$ cat src/rtl/encoder_8to3_sync.sv
// Clocked 8-to-3 request encoder: captures falling edges on active-low select
// lines and serves them highest-index-first as {A,B,C} under a valid/ack handshake.
module encoder_8to3_sync (
    input  logic       clk,
    input  logic       rst_n,
    input  logic       en,
    input  logic [7:0] Y_n,
    output logic       A,
    output logic       B,
    output logic       C,
    output logic       valid,
    input  logic       ack,
    output logic [7:0] pending,
    output logic       overrun
);

    // state   | meaning
    // IDLE    | no code presented, valid=0
    // PRESENT | {A,B,C} holds a served request, valid=1
    typedef enum logic {IDLE, PRESENT} state_t;

    state_t     state;
    logic [7:0] y_q;
    logic [7:0] fall;
    logic [7:0] srv;
    logic [7:0] pending_next;
    logic [2:0] code;

    function automatic logic [2:0] top_index(input logic [7:0] v);
        logic [2:0] idx;
        idx = 3'd0;
        for (int i = 0; i < 8; i++) begin
            if (v[i]) idx = 3'(i);
        end
        return idx;
    endfunction

    always_comb begin
        fall = y_q & ~Y_n & {8{en}};
        srv  = 8'h00;
        if (valid && ack) srv[code] = 1'b1;
        pending_next = (pending & ~srv) | fall;
    end

    always_ff @(posedge clk or negedge rst_n) begin
        if (!rst_n) begin
            y_q     <= 8'hFF;
            pending <= 8'h00;
            overrun <= 1'b0;
        end else begin
            y_q     <= Y_n;
            pending <= pending_next;
            overrun <= |(fall & pending & ~srv);
        end
    end

    // From IDLE only already-registered requests are launched, so a fresh edge
    // shows up in pending one cycle before valid rises (two-cycle latency).
    always_ff @(posedge clk or negedge rst_n) begin
        if (!rst_n) begin
            state <= IDLE;
            valid <= 1'b0;
            code  <= 3'd0;
        end else begin
            case (state)
                IDLE: begin
                    if (pending != 8'h00) begin
                        code  <= top_index(pending);
                        valid <= 1'b1;
                        state <= PRESENT;
                    end
                end
                PRESENT: begin
                    if (ack) begin
                        if (pending_next != 8'h00) begin
                            code <= top_index(pending_next);
                        end else begin
                            valid <= 1'b0;
                            state <= IDLE;
                        end
                    end
                end
                default: begin
                    state <= IDLE;
                    valid <= 1'b0;
                end
            endcase
        end
    end

    assign {A, B, C} = code;

endmodule

$ cat config.mk
export PLATFORM = sky130hd
export DESIGN_NAME = encoder_8to3_sync
export DESIGN_NICKNAME = d
export VERILOG_FILES = /design/src/rtl/encoder_8to3_sync.sv
export SDC_FILE = /design/constraint.sdc
export NUM_CORES = 1
export LEC_CHECK = 0
export CORE_ASPECT_RATIO = 1.1
export CORE_MARGIN = 5
export CORE_UTILIZATION = 25
export DETAILED_ROUTE_END_ITERATION = 8
export SKIP_CTS_REPAIR_TIMING = 1
export SLEW_MARGIN = 20
export SYNTH_ARGS = -nofsm -noshare
export SYNTH_HDL_FRONTEND = slang
export SYNTH_SLANG_ARGS = --single-unit
$ cat constraint.sdc
create_clock -name clk -period 2.3 [get_ports clk]
set_input_delay 0.575 -clock clk [delete_from_list [all_inputs] [get_ports clk]]
set_output_delay 0.575 -clock clk [all_outputs]
set_load 0.01 [all_outputs]
### After elaboration in Yosys (flattened, before gate mapping)

Cells that the tools add are included.

| word-level totals | value |
|---|---|
| input bits | 12 |
| word-level logic and storage cells | 57 |
| register bits | 22 |
| output and inout bits | 13 |

| operators by class | value |
|---|---|
| reductions and logical operators | 7 |
| magnitude comparators | 2 |
| mux-type cells | 29 |
| equal/unequal tests | 4 |
| bitwise operators | 9 |

Operators with widths:

| kind | count |
|---|---|
| 3-bit two-way mux | 15 |
| 8-bit bitwise AND | 5 |
| 8-bit inverter | 2 |
| 8-bit nonzero test | 2 |
| 1-bit two-way mux | 9 |
| 8-bit two-way mux | 1 |
| 8-bit bitwise OR | 1 |
| 8-bit OR reduction | 1 |
| 2-bit != test (second input constant) | 3 |
| 3-bit one-hot mux with 2 select lines | 1 |
| 3-bit AND reduction | 2 |
| 3-bit by 4-bit less-than comparator with 1-bit output (second input constant) | 1 |
| 1-bit one-hot mux with 2 select lines | 2 |
| 1-bit demux with 3-bit select | 1 |
| 3-bit by 1-bit >= comparator with 1-bit output (second input constant) | 1 |
| 1-bit logical AND | 2 |
| 2-bit by 1-bit != test with 1-bit output (second input constant) | 1 |
| 1-bit inverter | 1 |

### Depth between registers and ports, before layout

Gate-level depths: netlist of the first run.

| logic depth | value |
|---|---|
| depth in word-level cells | 18 |
| gate-level depth with buffers | 7 |
| depth with buffers taken out | 6 |

### Worst setup path after synthesis of the first run

Ideal clock, no wire load.

| path | value |
|---|---|
| path kind | input to register |
| start point | in en |
| end point | reg code[0] |
| library setup time | 0.128 ns |
| required time | 2.172 ns |
| data arrival time | 1.900 ns |
| cell stages on the path | 7 |
| buffers on the path | 1 |
| path slack | 0.273 ns |
| path through | buf_2 > and3b_1 > a211oi_2 > inv_2 > nor4_4 > a221oi_2 > mux2_1 |

| on the way | value |
|---|---|
| longest elaborated chain between the ends | 12 |
| elaborated cells between the ends (all ways) | 15 |
| classes of those cells | eq/ne: 1; mux: 10; bitwise: 2; reduce/logical: 2 |

RTL lines:

| element | line | text |
|---|---|---|
| start, declared | 6 | `input logic en,` |
| 8-bit bitwise AND * | 39 | `fall = y_q & ~Y_n & {8{en}};` |
| 8-bit bitwise OR * | 42 | `pending_next = (pending & ~srv) \| fall;` |
| net pending_next[1] | 26 | `logic [7:0] pending_next;` |
| 1-bit two-way mux | 33 | `if (v[i]) idx = 3'(i);` |
| 3-bit two-way mux (6 in series) | 33 |  |
| 3-bit two-way mux | 75 | `if (pending_next != 8'h00) begin` |
| 3-bit two-way mux | 74 | `if (ack) begin` |
| 3-bit one-hot mux with 2 select lines | 65 | `case (state)` |
| end signal, assigned | 68 | `code <= top_index(pending);` |
| end signal, assigned | 76 | `code <= top_index(pending_next);` |
| end, declared | 27 | `logic [2:0] code;` |

The timed path passes the listed nets; every way through them passes the cells marked *. The select of a mux whose other input is x is not followed.
A chain may end at the register's enable or synchronous reset.

### Worst setup path in the final report of the first run

| path | value |
|---|---|
| start point | in Y_n[2] |
| end point | reg code[1] |

| on the way | value |
|---|---|
| longest elaborated chain between the ends | 13 |
| elaborated cells between the ends (all ways) | 16 |
| classes of those cells | eq/ne: 1; mux: 9; bitwise: 4; reduce/logical: 2 |

RTL lines:

| element | line | text |
|---|---|---|
| start, declared | 7 | `input logic [7:0] Y_n,` |
| 8-bit inverter * | 39 |  |
| 8-bit bitwise AND * (2 in series) | 39 |  |
| 8-bit bitwise OR * | 42 |  |
| net pending_next[2] | 26 |  |
| 3-bit two-way mux (6 in series) | 33 |  |
| 3-bit two-way mux | 75 |  |
| 3-bit two-way mux | 74 |  |
| 3-bit one-hot mux with 2 select lines | 65 |  |

Marks and branches as above.

==> impl_metrics.toml, run 1 <==
[run_status]
run_status = "completed"

[cts]
worst_setup_hold_path_clk_slew_ps = 80
tritoncts.num_buffers = 3
tritoncts_clock_tree = "done"
worst_skew_pair.late_latency_ps = 260
ctsHtreeMaxLevel = 1
tritoncts_num_sinks = 22
cts_buffer_depth = 2
cts_root_buffer = "sky130_fd_sc_hd__clkbuf_8"

[layout]
final-instance-count-excl-fill = 213
drive_gt1_frac = 0.3567
design_area_um2 = 1740
layout.nets = 170
synthToLayoutAreaGrowth_pct = 49.25
finish.utilization = 0.3794
antenna-diode-count = 0
final_common_cell = "sky130_fd_sc_hd__buf_4"
most-common-layout-cells = "sky130_fd_sc_hd__buf_4, sky130_fd_sc_hd__clkdlybuf4s50_1, sky130_fd_sc_hd__dfrtp_1"

[routing]
route.vias.total = 1067
avgRoutedWirePerCell_um = 14.94
number_of_remaining_drc_errors = 0
routed_via_density = 5.009
wl_um = 3183
detail_route_antenna_nets = 0
drtIter0Drc = 54
detailedRoute.firstPassIterationCount = 4

[global_route]
grt_remaining_overflow = 0
grt_pass1_vias = 1159
grt_util_met2 = 0.1716
gr-usage-met1 = 0.1510
groute.layer.met3.usage = 0.02081
antenna_found_initial = 0
busiest_layer = "met2"
grt_max_degree = 23
grt.total_usage = 0.1107
grt_pass1_wl_um = 5278

[critical_path]
critical_path.reg2reg.startpoint = "code[1]"
ff2ff_setup_slack_ps = 280
cp_cell_sequence = "clkdlybuf4s50_1 > and3b_1 > a21oi_2 > nand2_2 > nor4_4 > a221oi_4 > mux2_4"
worstPathBufferInverterCount = 1
critical_path_peak_fanout = 3
crit_path_max_incr_delay_ps = 470
r2r-end = "code[1]"
crit_required_ps = 2450
cp_top_family = "simple AND/OR/NAND/NOR gates"
timing.critical_path.slowest_stage_cell = "sky130_fd_sc_hd__clkdlybuf4s50_1"
critical_path.startpoint_type = "input pin"
crit_path_end_kind = "flop"
worstPathArrival_ps = 2320
timing_worst_setup_path_type = "in2reg"
ff_to_ff_path_depth = 6

[floorplanning]
design.core.area_um2 = 4587
io_pins = 25
fp.dieArea_um2 = 6132
floorplan.rows = 26
chip_height_um = 81.63
initial_core_util = 0.2542
dieWidth_um = 75.12

[timing]
min_period_ps = 2167
timing.final.hold_violations = 0
fin_crit_sh = 0.9422
rsz0062_at_grt = "false"
worst_slew_margin_rel = 0.6995
clock-skew-final_ps = 3.452
tightest_slew_ps = 450.8
max_freq_ghz = 0.4614
finalMaxSlewViolations = 0
final-setup-viol-count = 0

[min_path]
hold_depth = 1
min_delay_worst_endpoint = "y_q[1]"
worstHoldPathType = "in2reg"
holdCritStartpoint = "Y_n[1]"

[placed_design]
place.port_buffers = 24
place_area_um2 = 1628
rd_place_congestion = 0.8136
dp_cells = 209
post-dp-hpwl_um = 2372

[power_and_ir_drop]
reg_power_frac = 0.451
internal_power_uw = 788.9
power.leakage_uw = 0.0007816
power.switching_fraction = 0.3069
pwr-share-comb = 0.301
net_switching_component_of_the_power_uw = 349.4
power_density_nw_per_um2 = 654.1
ir_drop_mv = 0.2777
clockPowerShare = 0.248

[synth]
ys_seq_elements = 22
syn-instance-count = 110
synth.cell_area_um2 = 1166
dominantRegCellSynth = "sky130_fd_sc_hd__dfrtp_1"
synth_sequential_area_ratio = 0.4807
syn_area_per_cell_um2 = 10.60
post_synth_num_cell_types = 47
yosys_warnings = 0
synth_async_reset_ratio = 1.000
synth_fp_nets = 122
synth_enable_flop_cells = 0

[job]
max_cap_violations = 0
[routing by layer]
layer | up-vias | part of all wire
met1 | 523 | 0.45
met4 | 0 | 0.012
li1 | 501 | -
met2 | 39 | 0.47
met5 | - | 0
met3 | 4 | 0.071
[cell families (layout without fill, tap and decap cells)]
group | Yosys count | count (layout) | share of synthesized area
AOI/OAI and AO/OA | 34 | 34 | 0.2178
buffers and inverters | 11 | 58 | 0.03755
muxes | 3 | 3 | 0.02897
DFF | 22 | 22 | 0.4807
and+or+nand+nor | 40 | 40 | 0.2350
[worst max-delay path by stage]
stage / start / endpoint / slack, ps / cells past startpoint
after floorplan: en / code[0] / 270 / 7
after global placement: ack / code[0] / -200 / 7
after detailed placement: ack / code[0] / -250 / 7
after CTS: ack / code[0] / 3 / 7
after global routing: Y_n[2] / code[0] / 80 / 7
final: Y_n[2] / code[1] / 130 / 7
[synth_stat cells, types with 2 or more instances]
| master | instances | area [µm²] |
|---|---|---|
| sky130_fd_sc_hd__a21oi_1 | 9 | 45.04 |
| sky130_fd_sc_hd__nand2b_4 | 2 | 27.53 |
| sky130_fd_sc_hd__nand2_1 | 10 | 37.54 |
| sky130_fd_sc_hd__nand3_1 | 4 | 20.02 |
| sky130_fd_sc_hd__dfrtp_1 | 14 | 350.3 |
| sky130_fd_sc_hd__buf_2 | 2 | 10.01 |
| sky130_fd_sc_hd__inv_1 | 7 | 26.28 |
| sky130_fd_sc_hd__nor2_1 | 3 | 11.26 |
| sky130_fd_sc_hd__o211ai_1 | 2 | 15.01 |
| sky130_fd_sc_hd__nand3b_1 | 4 | 30.03 |
| sky130_fd_sc_hd__a21oi_2 | 2 | 17.52 |
| sky130_fd_sc_hd__nor3_1 | 2 | 10.01 |
| sky130_fd_sc_hd__and3b_1 | 4 | 35.03 |
| sky130_fd_sc_hd__o21ai_0 | 3 | 15.01 |
| sky130_fd_sc_hd__dfstp_2 | 8 | 210.2 |
| sky130_fd_sc_hd__mux2_1 | 3 | 33.78 |
[worst register-to-register path, delay by kind of cell (launching register included)]
| family | cells | cell delay [ps] |
|---|---|---|
| compound gates | 2 | 340 |
| flops | 1 | 620 |
| simple gates | 3 | 630 |
| mux | 1 | 320 |
[area by class of cell]
| class | instances | area, µm² |
|---|---|---|
| fillers | 440 | 2846 |
| repair buffers | 46 | 412.9 |
| inverters | 8 | 30.03 |
| well taps | 56 | 70.07 |
| clock buffers | 4 | 55.05 |
| multi-input cells | 77 | 611.8 |
| flip-flops and latches | 22 | 560.5 |
[flip-flops by register name (all words and copies together), names as in the netlist]
register,flops
code,3
overrun,1
pending,8
state,1
valid,1
y_q,8
[per-stage QoR]
stage	setup TNS, ps	total power [µW]	hold WS, ps	setup WS, ps
floorplan	0	630.2	279.4	272.8
detailed placement	-1110	836.9	579.1	-252.9
global placement	-877.0	833.1	556.8	-198.6
global route	0	1198	452.1	84.18
finish	0	1138	451.9	132.8
CTS	0	1121	604.7	3.040
[power by group through the flow]
stage          sequential (µW)  clock, µW  combinational (µW)
3_5_place_dp               514          0                 322
6_report                   513        283                 342
4_1_cts                    508        288                 326
5_1_grt                    523        305                 371
3_3_place_gp               511          0                 322
2_1_floorplan              497          0                 133
Power figures use the tool's default switching activity.
==> run 2, diff against run 1 <==
- ABC_CLOCK_PERIOD_IN_PS: default -> 1800
- clock period: 2.3 -> 1.8 ns (I/O delays scaled with it)
==> run 2 against run 1 <==
Compared with the run above:
- the run now ends with negative setup slack left
- routed wire length rose by 17%
- setup slack got worse by 250 ps
- global-route usage increased by 1.0 points
- cell count rose by 8.5%
==> impl_metrics.toml, run 2 (same netlist as run 1, synthesis figures left out) <==
[run_status]
run_status = "finished, violations left"
failed_checks = "negative setup slack"

[floorplanning]
dieWidth_um = 75.12
io_pins = 25
design.core.area_um2 = 4587
chip_height_um = 81.63
fp.dieArea_um2 = 6132
floorplan.rows = 26
initial_core_util = 0.2542

[cts]
tritoncts_num_sinks = 22
tritoncts.num_buffers = 3
tritoncts_clock_tree = "done"
ctsHtreeMaxLevel = 1
worst_skew_pair.late_latency_ps = 260
cts_root_buffer = "sky130_fd_sc_hd__clkbuf_8"
worst_setup_hold_path_clk_slew_ps = 80
cts_buffer_depth = 2

[min_path]
hold_depth = 1
min_delay_worst_endpoint = "y_q[3]"
worstHoldPathType = "in2reg"
holdCritStartpoint = "Y_n[3]"

[power_and_ir_drop]
power_density_nw_per_um2 = 799.9
ir_drop_mv = 0.4613
power.leakage_uw = 0.0009096

[global_route]
grt_remaining_overflow = 0
antenna_found_initial = 0
grt_pass1_wl_um = 5658
grt_max_degree = 23
grt.total_usage = 0.1208
grt_pass1_vias = 1231

[routing]
maxUsedRoutingLayer = "met4"
wl_um = 3710
route.layer.met1.wl_um = 1643
wl_met3_um = 139
routed_via_density = 4.831
detail_route_antenna_nets = 0
number_of_remaining_drc_errors = 0
drtIter0Drc = 65
detailedRoute.firstPassIterationCount = 4
avgRoutedWirePerCell_um = 16.06
route.vias.total = 1116
dr_wl_met2_um = 1876

[critical_path]
worstPathBufferInverterCount = 1
crit_path_max_incr_delay_ps = 470
timing.critical_path.slowest_stage_cell = "sky130_fd_sc_hd__dfrtp_2"
r2r-end = "code[0]"
crit_required_ps = 1950
critical_path_peak_fanout = 7
critical_path.reg2reg.startpoint = "code[1]"
cp_cell_sequence = "buf_4 > nand2b_4 > a21oi_4 > nand2_4 > nor4_4 > a221oi_4 > mux2_4"
worstPathArrival_ps = 2060
crit_path_end_kind = "flop"
critical_path.startpoint_type = "flop"
timing_worst_setup_path_type = "reg2reg"
cp_top_family = "simple AND/OR/NAND/NOR gates"
ff2ff_setup_slack_ps = -110
ff_to_ff_path_depth = 7

[timing]
max_freq_ghz = 0.5224
final-setup-viol-count = 5
finalMaxSlewViolations = 0
timing.final.hold_violations = 0
fin_setup_tns_ps = -431.9
setup_ws_ps = -114.2
fin_crit_sh = 1.063
tightest_slew_ps = 409.3
min_period_ps = 1914
worst_slew_margin_rel = 0.7261
clock-skew-final_ps = 2.824
rsz0062_at_grt = "true"

[layout]
ff_latch_area_um2 = 570.5
drive_gt1_frac = 0.5143
largestRegisters = "pending (8), y_q (8), code (3)"
most-common-layout-cells = "sky130_fd_sc_hd__buf_4, sky130_fd_sc_hd__clkdlybuf4s50_1, sky130_fd_sc_hd__dlymetal6s2s_1"
num-fill-cells = 428
layout.nets = 188
final_common_cell = "sky130_fd_sc_hd__buf_4"
synthToLayoutAreaGrowth_pct = 69.10
area_of_the_multi_input_gates_um2 = 673.1
antenna-diode-count = 0

[placed_design]
post-dp-hpwl_um = 2575
place.port_buffers = 24
dpl_worst_slack_ps = -640.9
rd_place_congestion = 0.8638

[job]
max_cap_violations = 0
-- run 2: power breakdown --
part	switching, µW	leakage (µW)	internal [µW]
Clock	166	0.0000288	195
Combinational	239	0.000667	333
Sequential	82.3	0.000214	562
Total	487	0.000910	1090
-- run 2: stage by stage --
| step | hold WS, ps | util | std cells | instance area [µm²] | power [µW] |
|---|---|---|---|---|---|
| detailed placement | 609.9 | 0.3696 | 218 | 1695 | 1124 |
| CTS | 550.7 | 0.3816 | 222 | 1750 | 1490 |
| finish | 318.2 | 0.4299 | 231 | 1972 | 1577 |
| global route | 321.2 | 0.4299 | 231 | 1972 | 1663 |
| floorplan | 154.4 | - | 110 | 1179 | 806.6 |
| global placement | 564.4 | 0.3696 | 218 | 1695 | 1114 |
-- run 2: layer usage --
layer | vias up | GRT usage
met4 | 0 | 0.04448
met3 | 6 | 0.02448
met1 | 538 | 0.1519
li1 | 540 | -
met5 | - | 0
met2 | 32 | 0.2021
-- run 2: worst max-delay path by stage --
stage / startpoint / slack, ps / cells after the start / end
6_report: code[1] / -110 / 7 / code[0]
5_1_grt: code[1] / -210 / 7 / code[0]
4_1_cts: ack / -370 / 7 / code[0]
3_5_place_dp: ack / -640 / 7 / code[0]
3_3_place_gp: ack / -570 / 7 / code[0]
2_1_floorplan: code[2] / -70 / 7 / code[0]
-- run 2: final cells by class --
cell class              count  area share
multi-input cells          77      0.3414
inverters                   8     0.01523
flip-flops and latches     22      0.2893
clock buffers               4     0.02792
repair buffers             64      0.2906
well taps                  56     0.03553
